<file path="config.mk">
export PLATFORM = sky130hd
export DESIGN_NAME = spi_master_arbiter
export DESIGN_NICKNAME = d
export VERILOG_FILES = /design/src/rtl/spi_pkg.sv /design/src/rtl/spi_rr_arbiter.sv /design/src/rtl/spi_master_arbiter.sv
export SDC_FILE = /design/constraint.sdc
export NUM_CORES = 1
export LEC_CHECK = 0
export ABC_CLOCK_PERIOD_IN_PS = 3100
export CAP_MARGIN = 10
export CORE_MARGIN = 3
export CORE_UTILIZATION = 42
export CTS_CLUSTER_DIAMETER = 30
export DETAILED_ROUTE_END_ITERATION = 12
export GPL_ROUTABILITY_DRIVEN = 1
export HOLD_SLACK_MARGIN = 0.02
export PLACE_DENSITY = 0.87
export REMOVE_ABC_BUFFERS = 1
export SLEW_MARGIN = 20
export SYNTH_ARGS = -nofsm -noshare
export SYNTH_HDL_FRONTEND = slang
export SYNTH_SLANG_ARGS = --single-unit
</file>
<file path="constraint.sdc">
create_clock -name CLK_M -period 3.1 [get_ports CLK_M]
set_clock_uncertainty 0.05 [all_clocks]
set_input_delay 0.465 -clock CLK_M [delete_from_list [all_inputs] [get_ports CLK_M]]
set_output_delay 0.465 -clock CLK_M [all_outputs]
set_load 0.01 [all_outputs]
</file>
<file path="src/rtl/spi_pkg.sv">
// Shared definitions for the SPI master arbiter: sequencer states and byte width.
package spi_pkg;

  localparam int unsigned SPI_BYTE_W = 8;

  typedef enum logic [2:0] {
    IDLE,
    SETUP,
    LOAD,
    WAIT,
    GAP
  } state_t;

endpackage

</file>
<file path="src/rtl/spi_rr_arbiter.sv">
// Combinational round-robin pick: first set request at or after ptr, wrapping.
// Ports: req (request vector), ptr (search start), grant (chosen index),
//        any_req (at least one request set).
module spi_rr_arbiter #(
  parameter int unsigned N_REQ = 4,
  localparam int unsigned IDX_W = (N_REQ > 1) ? $clog2(N_REQ) : 1
) (
  input  logic [N_REQ-1:0] req,
  input  logic [IDX_W-1:0] ptr,
  output logic [IDX_W-1:0] grant,
  output logic             any_req
);

  logic [IDX_W-1:0] idx;

  // Walk the ring starting at ptr; the first hit wins.
  always_comb begin
    grant   = '0;
    any_req = 1'b0;
    idx     = '0;
    for (int unsigned k = 0; k < N_REQ; k++) begin
      idx = IDX_W'((32'(ptr) + k) % N_REQ);
      if (!any_req && req[idx]) begin
        any_req = 1'b1;
        grant   = idx;
      end
    end
  end

endmodule

</file>
<file path="src/rtl/spi_master_arbiter.sv">
// Shares one SPI master between N_REQ byte-stream requesters: round-robin
// grant per burst, one load per byte, response routing, inter-burst CS gap
// and per-byte timeout.
// Ports: CLK_M/reset (sync, active-high); req/req_data/req_last/req_ready
//        (requester side); rsp_valid/rsp_data/err (per-requester results);
//        busy/owner (status); m_transmit/m_d_valid/m_data/m_done/m_rx
//        (SPI master side).
module spi_master_arbiter
  import spi_pkg::*;
#(
  parameter int unsigned N_REQ      = 4,
  parameter int unsigned GAP_CYCLES = 2,
  parameter int unsigned TIMEOUT    = 64,
  localparam int unsigned IDX_W     = (N_REQ > 1) ? $clog2(N_REQ) : 1
) (
  input  logic                        CLK_M,
  input  logic                        reset,
  input  logic [N_REQ-1:0]            req,
  input  logic [SPI_BYTE_W*N_REQ-1:0] req_data,
  input  logic [N_REQ-1:0]            req_last,
  output logic [N_REQ-1:0]            req_ready,
  output logic [N_REQ-1:0]            rsp_valid,
  output logic [SPI_BYTE_W-1:0]       rsp_data,
  output logic [N_REQ-1:0]            err,
  output logic                        busy,
  output logic [IDX_W-1:0]            owner,
  output logic                        m_transmit,
  output logic                        m_d_valid,
  output logic [SPI_BYTE_W-1:0]       m_data,
  input  logic                        m_done,
  input  logic [SPI_BYTE_W-1:0]       m_rx
);

  localparam int unsigned TO_W  = (TIMEOUT > 2) ? $clog2(TIMEOUT) : 1;
  localparam int unsigned GAP_W = $clog2(GAP_CYCLES + 1);

  state_t            state;
  logic [IDX_W-1:0]  ptr;
  logic              last_q;
  logic [TO_W-1:0]   to_cnt;
  logic [GAP_W-1:0]  gap_cnt;
  logic [IDX_W-1:0]  grant;
  logic              any_req;
  logic [IDX_W-1:0]  next_ptr;
  logic              to_hit;
  logic [SPI_BYTE_W-1:0] req_bytes [N_REQ];

  for (genvar g = 0; g < N_REQ; g++) begin : g_unpack
    assign req_bytes[g] = req_data[g*SPI_BYTE_W +: SPI_BYTE_W];
  end

  spi_rr_arbiter #(.N_REQ(N_REQ)) u_arb (
    .req     (req),
    .ptr     (ptr),
    .grant   (grant),
    .any_req (any_req)
  );

  assign next_ptr = (owner == IDX_W'(N_REQ - 1)) ? '0 : owner + 1'b1;
  assign to_hit   = (to_cnt == TO_W'(TIMEOUT - 1));

  // Sequencer: grant, per-byte load/wait, then CS gap. Every burst end
  // advances the round-robin pointer past the owner.
  always_ff @(posedge CLK_M) begin
    if (reset) begin
      state   <= IDLE;
      ptr     <= '0;
      owner   <= '0;
      last_q  <= 1'b0;
      to_cnt  <= '0;
      gap_cnt <= '0;
    end else begin
      case (state)
        IDLE: begin
          if (any_req) begin
            owner <= grant;
            state <= SETUP;
          end
        end
        SETUP: state <= LOAD;
        LOAD: begin
          if (req[owner]) begin
            last_q <= req_last[owner];
            to_cnt <= '0;
            state  <= WAIT;
          end else begin
            ptr     <= next_ptr;
            gap_cnt <= '0;
            state   <= GAP;
          end
        end
        WAIT: begin
          // A done on the final timeout cycle still counts as completion.
          if (m_done) begin
            if (last_q) begin
              ptr     <= next_ptr;
              gap_cnt <= '0;
              state   <= GAP;
            end else begin
              state <= LOAD;
            end
          end else if (to_hit) begin
            ptr     <= next_ptr;
            gap_cnt <= '0;
            state   <= GAP;
          end else begin
            to_cnt <= to_cnt + 1'b1;
          end
        end
        GAP: begin
          if (gap_cnt == GAP_W'(GAP_CYCLES - 1)) begin
            state <= IDLE;
          end else begin
            gap_cnt <= gap_cnt + 1'b1;
          end
        end
        default: state <= IDLE;
      endcase
    end
  end

  // Output decode from the state register. Strobes are suppressed while
  // reset is asserted so an aborted burst reports nothing.
  always_comb begin
    m_transmit = 1'b0;
    m_d_valid  = 1'b0;
    m_data     = '0;
    req_ready  = '0;
    rsp_valid  = '0;
    rsp_data   = '0;
    err        = '0;
    busy       = (state != IDLE);
    case (state)
      SETUP: m_transmit = 1'b1;
      LOAD: begin
        m_transmit = 1'b1;
        if (req[owner] && !reset) begin
          m_d_valid        = 1'b1;
          m_data           = req_bytes[owner];
          req_ready[owner] = 1'b1;
        end
      end
      WAIT: begin
        m_transmit = 1'b1;
        if (!reset) begin
          if (m_done) begin
            rsp_valid[owner] = 1'b1;
            rsp_data         = m_rx;
          end else if (to_hit) begin
            err[owner] = 1'b1;
          end
        end
      end
      default: ;
    endcase
  end

endmodule

</file>
# Yosys cells after proc, flatten, opt, wreduce, memory -nomap -nowiden
# Cells that the tools add are included.
[op_classes]
n_bitwise = 1
order_cmp = 7
eq_ne = 16
reduce_logical = 20
mux = 65
add_sub_neg = 6
[op_table]
columns = ["operator", "count"]
rows = [
  ["8-bit two-way mux", 7],
  ["4-bit two-way mux", 9],
  ["2-bit two-way mux", 14],
  ["3-bit two-way mux", 6],
  ["6-bit two-way mux", 3],
  ["8-bit binary-select mux with 2-bit select", 1],
  ["2-bit by 3-bit less-than comparator with 1-bit output, second input constant", 5],
  ["3-bit one-hot mux with 5 select lines", 1],
  ["1-bit two-way mux", 14],
  ["2-bit inequality test, second input constant", 7],
  ["1-bit binary-select mux with 2-bit select", 6],
  ["6-bit one-hot mux with 2 select lines", 1],
  ["4-bit AND reduction", 2],
  ["2-bit by 1-bit adder with 2-bit output, second input constant", 3],
  ["6-bit by 1-bit adder with 6-bit output, second input constant", 1],
  ["3-bit by 2-bit == test with 1-bit output, second input constant", 2],
  ["6-bit == test, second input constant", 1],
  ["3-bit inequality test, second input constant", 2],
  ["2-bit one-hot mux with 3 select lines", 1],
  ["3-bit nonzero test", 2],
  ["1-bit logical AND", 5],
  ["5-bit AND reduction", 1],
  ["2-bit adder, second input constant", 2],
  ["1-bit zero test", 4],
  ["other kinds (14)", 15],
]
[totals]
wordCells = 121
reg_bits = 16
input_bits = 51

# Depth between registers and ports, before layout
[logic_depth]
depth_word = 14
mapped_depth = 6
ltp_nobuf = 5

# Hierarchy
# A second synthesis with hierarchy kept.
[unflattened]
cells_unflattened = 166
area_unflattened_um2 = 1455.1
[by_module_without_submodules]
columns = ["mod", "cells_each", "n_inst", "seq_area_each_um2", "area_per_inst_um2"]
rows = [
  ["spi_master_arbiter", 151, 1, 320.3, 1377.6],
  ["spi_rr_arbiter", 15, 1, 0.0, 77.6],
]

# Least setup slack after synthesis
# No wires, ideal clock.
[synth_path]
kind = "flip-flop to output port"
from = "reg owner[0]"
to = "out m_data[0]"
t_arrival_ns = 1.825
path_slack_ns = 0.760
stages_incl_launch_ff = 5
cell_sequence = "dfxtp_1 buf_2 buf_1 mux4_2 and2_1"
[synth_via]
elab_chain_len = 6
[synth_rtl]
columns = ["item", "line_no", "text"]
rows = [
  ["start: declaration", "spi_master_arbiter.sv:26", "output logic [IDX_W-1:0] owner,"],
  ["start signal: assignment", "spi_master_arbiter.sv:76", "owner <= grant;"],
  ["2-bit NOT with 3-bit output (not written as such)", "spi_master_arbiter.sv:139", "m_data = req_bytes[owner];"],
  ["8-bit binary-select mux with 2-bit select", "spi_master_arbiter.sv:139", ""],
  ["8-bit two-way mux (not written as such) (2 in a row)", "spi_master_arbiter.sv:139", ""],
  ["8-bit two-way mux (*)", "spi_master_arbiter.sv:137", "if (req[owner] && !reset) begin"],
  ["8-bit two-way mux (*)", "spi_master_arbiter.sv:133", "case (state)"],
  ["end: declaration", "spi_master_arbiter.sv:29", "output logic [SPI_BYTE_W-1:0] m_data,"],
]
# Mark *: on every way between the ends. The rest lies on a longest branch, timed or not. The select of a mux whose other input is x is not followed.

# Final worst setup path
[layout_path]
from = "reg to_cnt[0]"
to = "out err[2]"
[layout_via]
elab_chain_len = 5
[layout_rtl]
columns = ["item", "line_no", "text"]
rows = [
  ["start: declaration", "spi_master_arbiter.sv:40", "logic [TO_W-1:0] to_cnt;"],
  ["start signal: assignment", "spi_master_arbiter.sv:107", "to_cnt <= to_cnt + 1'b1;"],
  ["6-bit == test", "spi_master_arbiter.sv:60", "assign to_hit = (to_cnt == TO_W'(TIMEOUT - 1));"],
  ["4-bit two-way mux", "spi_master_arbiter.sv:149", "end else if (to_hit) begin"],
  ["4-bit two-way mux", "spi_master_arbiter.sv:146", "if (m_done) begin"],
  ["4-bit two-way mux", "spi_master_arbiter.sv:145", "if (!reset) begin"],
  ["4-bit two-way mux", "spi_master_arbiter.sv:133", ""],
  ["end: declaration", "spi_master_arbiter.sv:24", "output logic [N_REQ-1:0] err,"],
]
# No other way between the ends.

==> flow_metrics.tcl <==
set metrics [dict create \
    outcome "complete, no violations" \
    start_util_pct 44.4 \
    fin_setup_tns_ns 0 \
    fp.dieW_um 65.9 \
    clk_latency_ns 0.29 \
    h-tree-depth 1 \
    reg2reg_from "owner[0]" \
    nNetsFinal 323 \
    grtUsageTotal_pct 20.7 \
    first_global_vias 1573 \
    drive_gt1_share_pct 12.8 \
    async_flop_share_pct 0 \
    relSlewSlack_pct 60.5 \
    root_buffer "clkbuf_4" \
    yosys.area.top_type "dfxtp_1" \
    yosysWarnings 0 \
    syn_area_per_cell_sq_um 8.46 \
    placementRows 21 \
    drcViolationCount 0 \
    die_area_sq_mm 0.00434 \
    rsz0062_at_grt "false" \
    fin_crit_ns 2.81 \
    diodes 0 \
    place_area_sq_mm 0.00243 \
    core_sq_mm 0.00339 \
    min_period_over_period_pct 90.6 \
    tightestPinTransition_ns 0.593 \
    end_kind "primary output" \
    path_max_fanout 7 \
    fillers 255 \
    cp.arrival_ns 2.29 \
    whs_path_depth 2 \
    setup.worst_path.class "reg -> out" \
    rr_worst_depth 5 \
    setup_slack_ns 0.291 \
    port_buffers 83 \
    fmax_mhz 356 \
    drtIter0Drc 42 \
    hold_class "reg -> reg" \
    synth_edf_count 0 \
    dr.pass1.iters 5 \
    cp-start-kind "flop" \
    tritoncts "built" \
    clk_path_buf_depth 2 \
    clock-sinks 16 \
    grt_max_degree 17 \
    fin_util_pct 73.1 \
    r2r_slack_ns 1.07 \
    total_power_mw 0.918 \
    post-synth-top-count-cell "and2_1" \
    powerDensity_mw_per_mm2 371 \
    pin_count 84 \
    drv_slew 0 \
    cts_buffers 3 \
    required_ns 2.58 \
    dieHeight_um 65.9 \
    route.vias.total 1656 \
    drt-total-wl_mm 4.36 \
    peakVddDrop_v 0.000380 \
    yosysSeqAreaShare_pct 21.3 \
    place_hpwl_mm 3.61 \
    syn_area_sq_mm 0.00151 \
    path_clk_slew_ns 0.10 \
    ant_nets 0 \
    syn_inst 178 \
    via_per_inst 5.32 \
    synth.area.top_cells "dfxtp_1, mux4_2, and2_1" \
    antenna_found_initial 0 \
    stdcell_area_sq_mm 0.00248 \
    min_from "gap_cnt[1]" \
    gp_congestion 0.830 \
    area_growth_pct 64.4 \
    yosys_most_used_dff "dfxtp_1" \
    synth_cell_types 44 \
    overflow 0 \
    maxCapViolCount 0 \
    grt_pass1_wl_mm 7.15 \
    timing.rr.end "ptr[0]" \
    wl_per_cell_um 14.0 \
    synth_common_cells "and2_1, dfxtp_1, nor2_1" \
    hold_buffers 0 \
    setup-violations-final 0 \
    p_leak_nw 0.884 \
    synth_top_area_share_pct 21.3 \
    hold_end "gap_cnt[1]" \
    final-hold-violation-count 0 \
    ys_ff_latch 16 \
    pre_cts_ws_ns 0.307 \
]
## critical path: stages, from the launching register on
cell and delay [ns]:
dfxtp_1 0.38, ha_1 0.20, and4_1 0.34, nand3_1 0.18
nor3_2 0.21, and2_1 0.17, clkdlybuf4s50_1 0.53
## worst max path at each step
stage,start,endpoint,slack (ns),cells past startpoint
6_report,to_cnt[0],err[2],0.29,6
5_1_grt,to_cnt[0],err[3],0.02,6
4_1_cts,state[1],m_data[3],0.19,6
3_5_place_dp,req[0],req_ready[1],0.31,7
3_3_place_gp,req[1],req_ready[1],0.35,7
2_1_floorplan,owner[0],req_ready[1],0.51,4
## per-layer routing
| metal | vias up | global-route usage [%] | wire length, um |
|---|---|---|---|
| li1 | 818 | - | - |
| met1 | 765 | 24.6 | 1640 |
| met2 | 71 | 38.3 | 2310 |
| met3 | 2 | 5.10 | 405 |
| met4 | 0 | 2.07 | 7 |
| met5 | - | 0 | 0 |
## area by class of cell
cell class / count / area [sq um] / area share (%)
Inverter: 7 / 26.3 / 1.06
Clock buffer: 4 / 36.3 / 1.47
Timing Repair Buffer: 96 / 928 / 37.5
Multi-Input combinational cell: 142 / 1110 / 44.7
Tap cell: 46 / 57.6 / 2.32
Sequential cell: 16 / 320 / 12.9
## power breakdown
part | switching (mW) | internal [mW] | total [mW]
Combinational | 0.224 | 0.291 | 0.516
Sequential | 0.0303 | 0.231 | 0.261
Clock | 0.0699 | 0.0715 | 0.141
Total | 0.325 | 0.594 | 0.918
## cells in the final DEF (no fill, tap or decap), types with 3 or more instances in the layout
master / instances
xnor2_1: 5
mux2i_1: 6
ha_1: 6
nand3_1: 4
a21oi_1: 11
dfxtp_1: 16
inv_1: 7
a211oi_1: 3
nor3_1: 5
clkdlybuf4s50_1: 83
a31oi_1: 3
buf_4: 13
nand2b_1: 7
and2_1: 25
nor2_1: 16
nand2_1: 9
clkbuf_4: 3
mux2_2: 3
mux4_2: 9
## cell families after synthesis
| kind of cell | synth area share (%) |
|---|---|
| muxes | 19.7 |
| xor gates and xnor gates | 2.91 |
| DFF | 21.3 |
| AOI/OAI and AO/OA | 13.6 |
| buffers and inverters | 5.98 |
| adders and majority gates | 4.98 |
| and+or+nand+nor | 31.6 |
## state kept, by name (all words and copies together) (netlist names)
| signal | flops |
|---|---|
| to_cnt | 6 |
| state | 3 |
| gap_cnt | 2 |
| owner | 2 |
| ptr | 2 |
| last_q | 1 |
## metrics by stage
step | cells | hold WS (ns)
6_report | 311 | 0.424
5_1_grt | 311 | 0.449
4_1_cts | 311 | 0.427
3_5_place_dp | 307 | 0.412
3_3_place_gp | 307 | 0.399
2_1_floorplan | 165 | 0.388
## what timing repair did
action	4_1_cts	5_1_grt
buffers inserted	0	0
resized for setup	0	2
setup endpoints to repair	0	8
(Power assumes the default switching activity.)
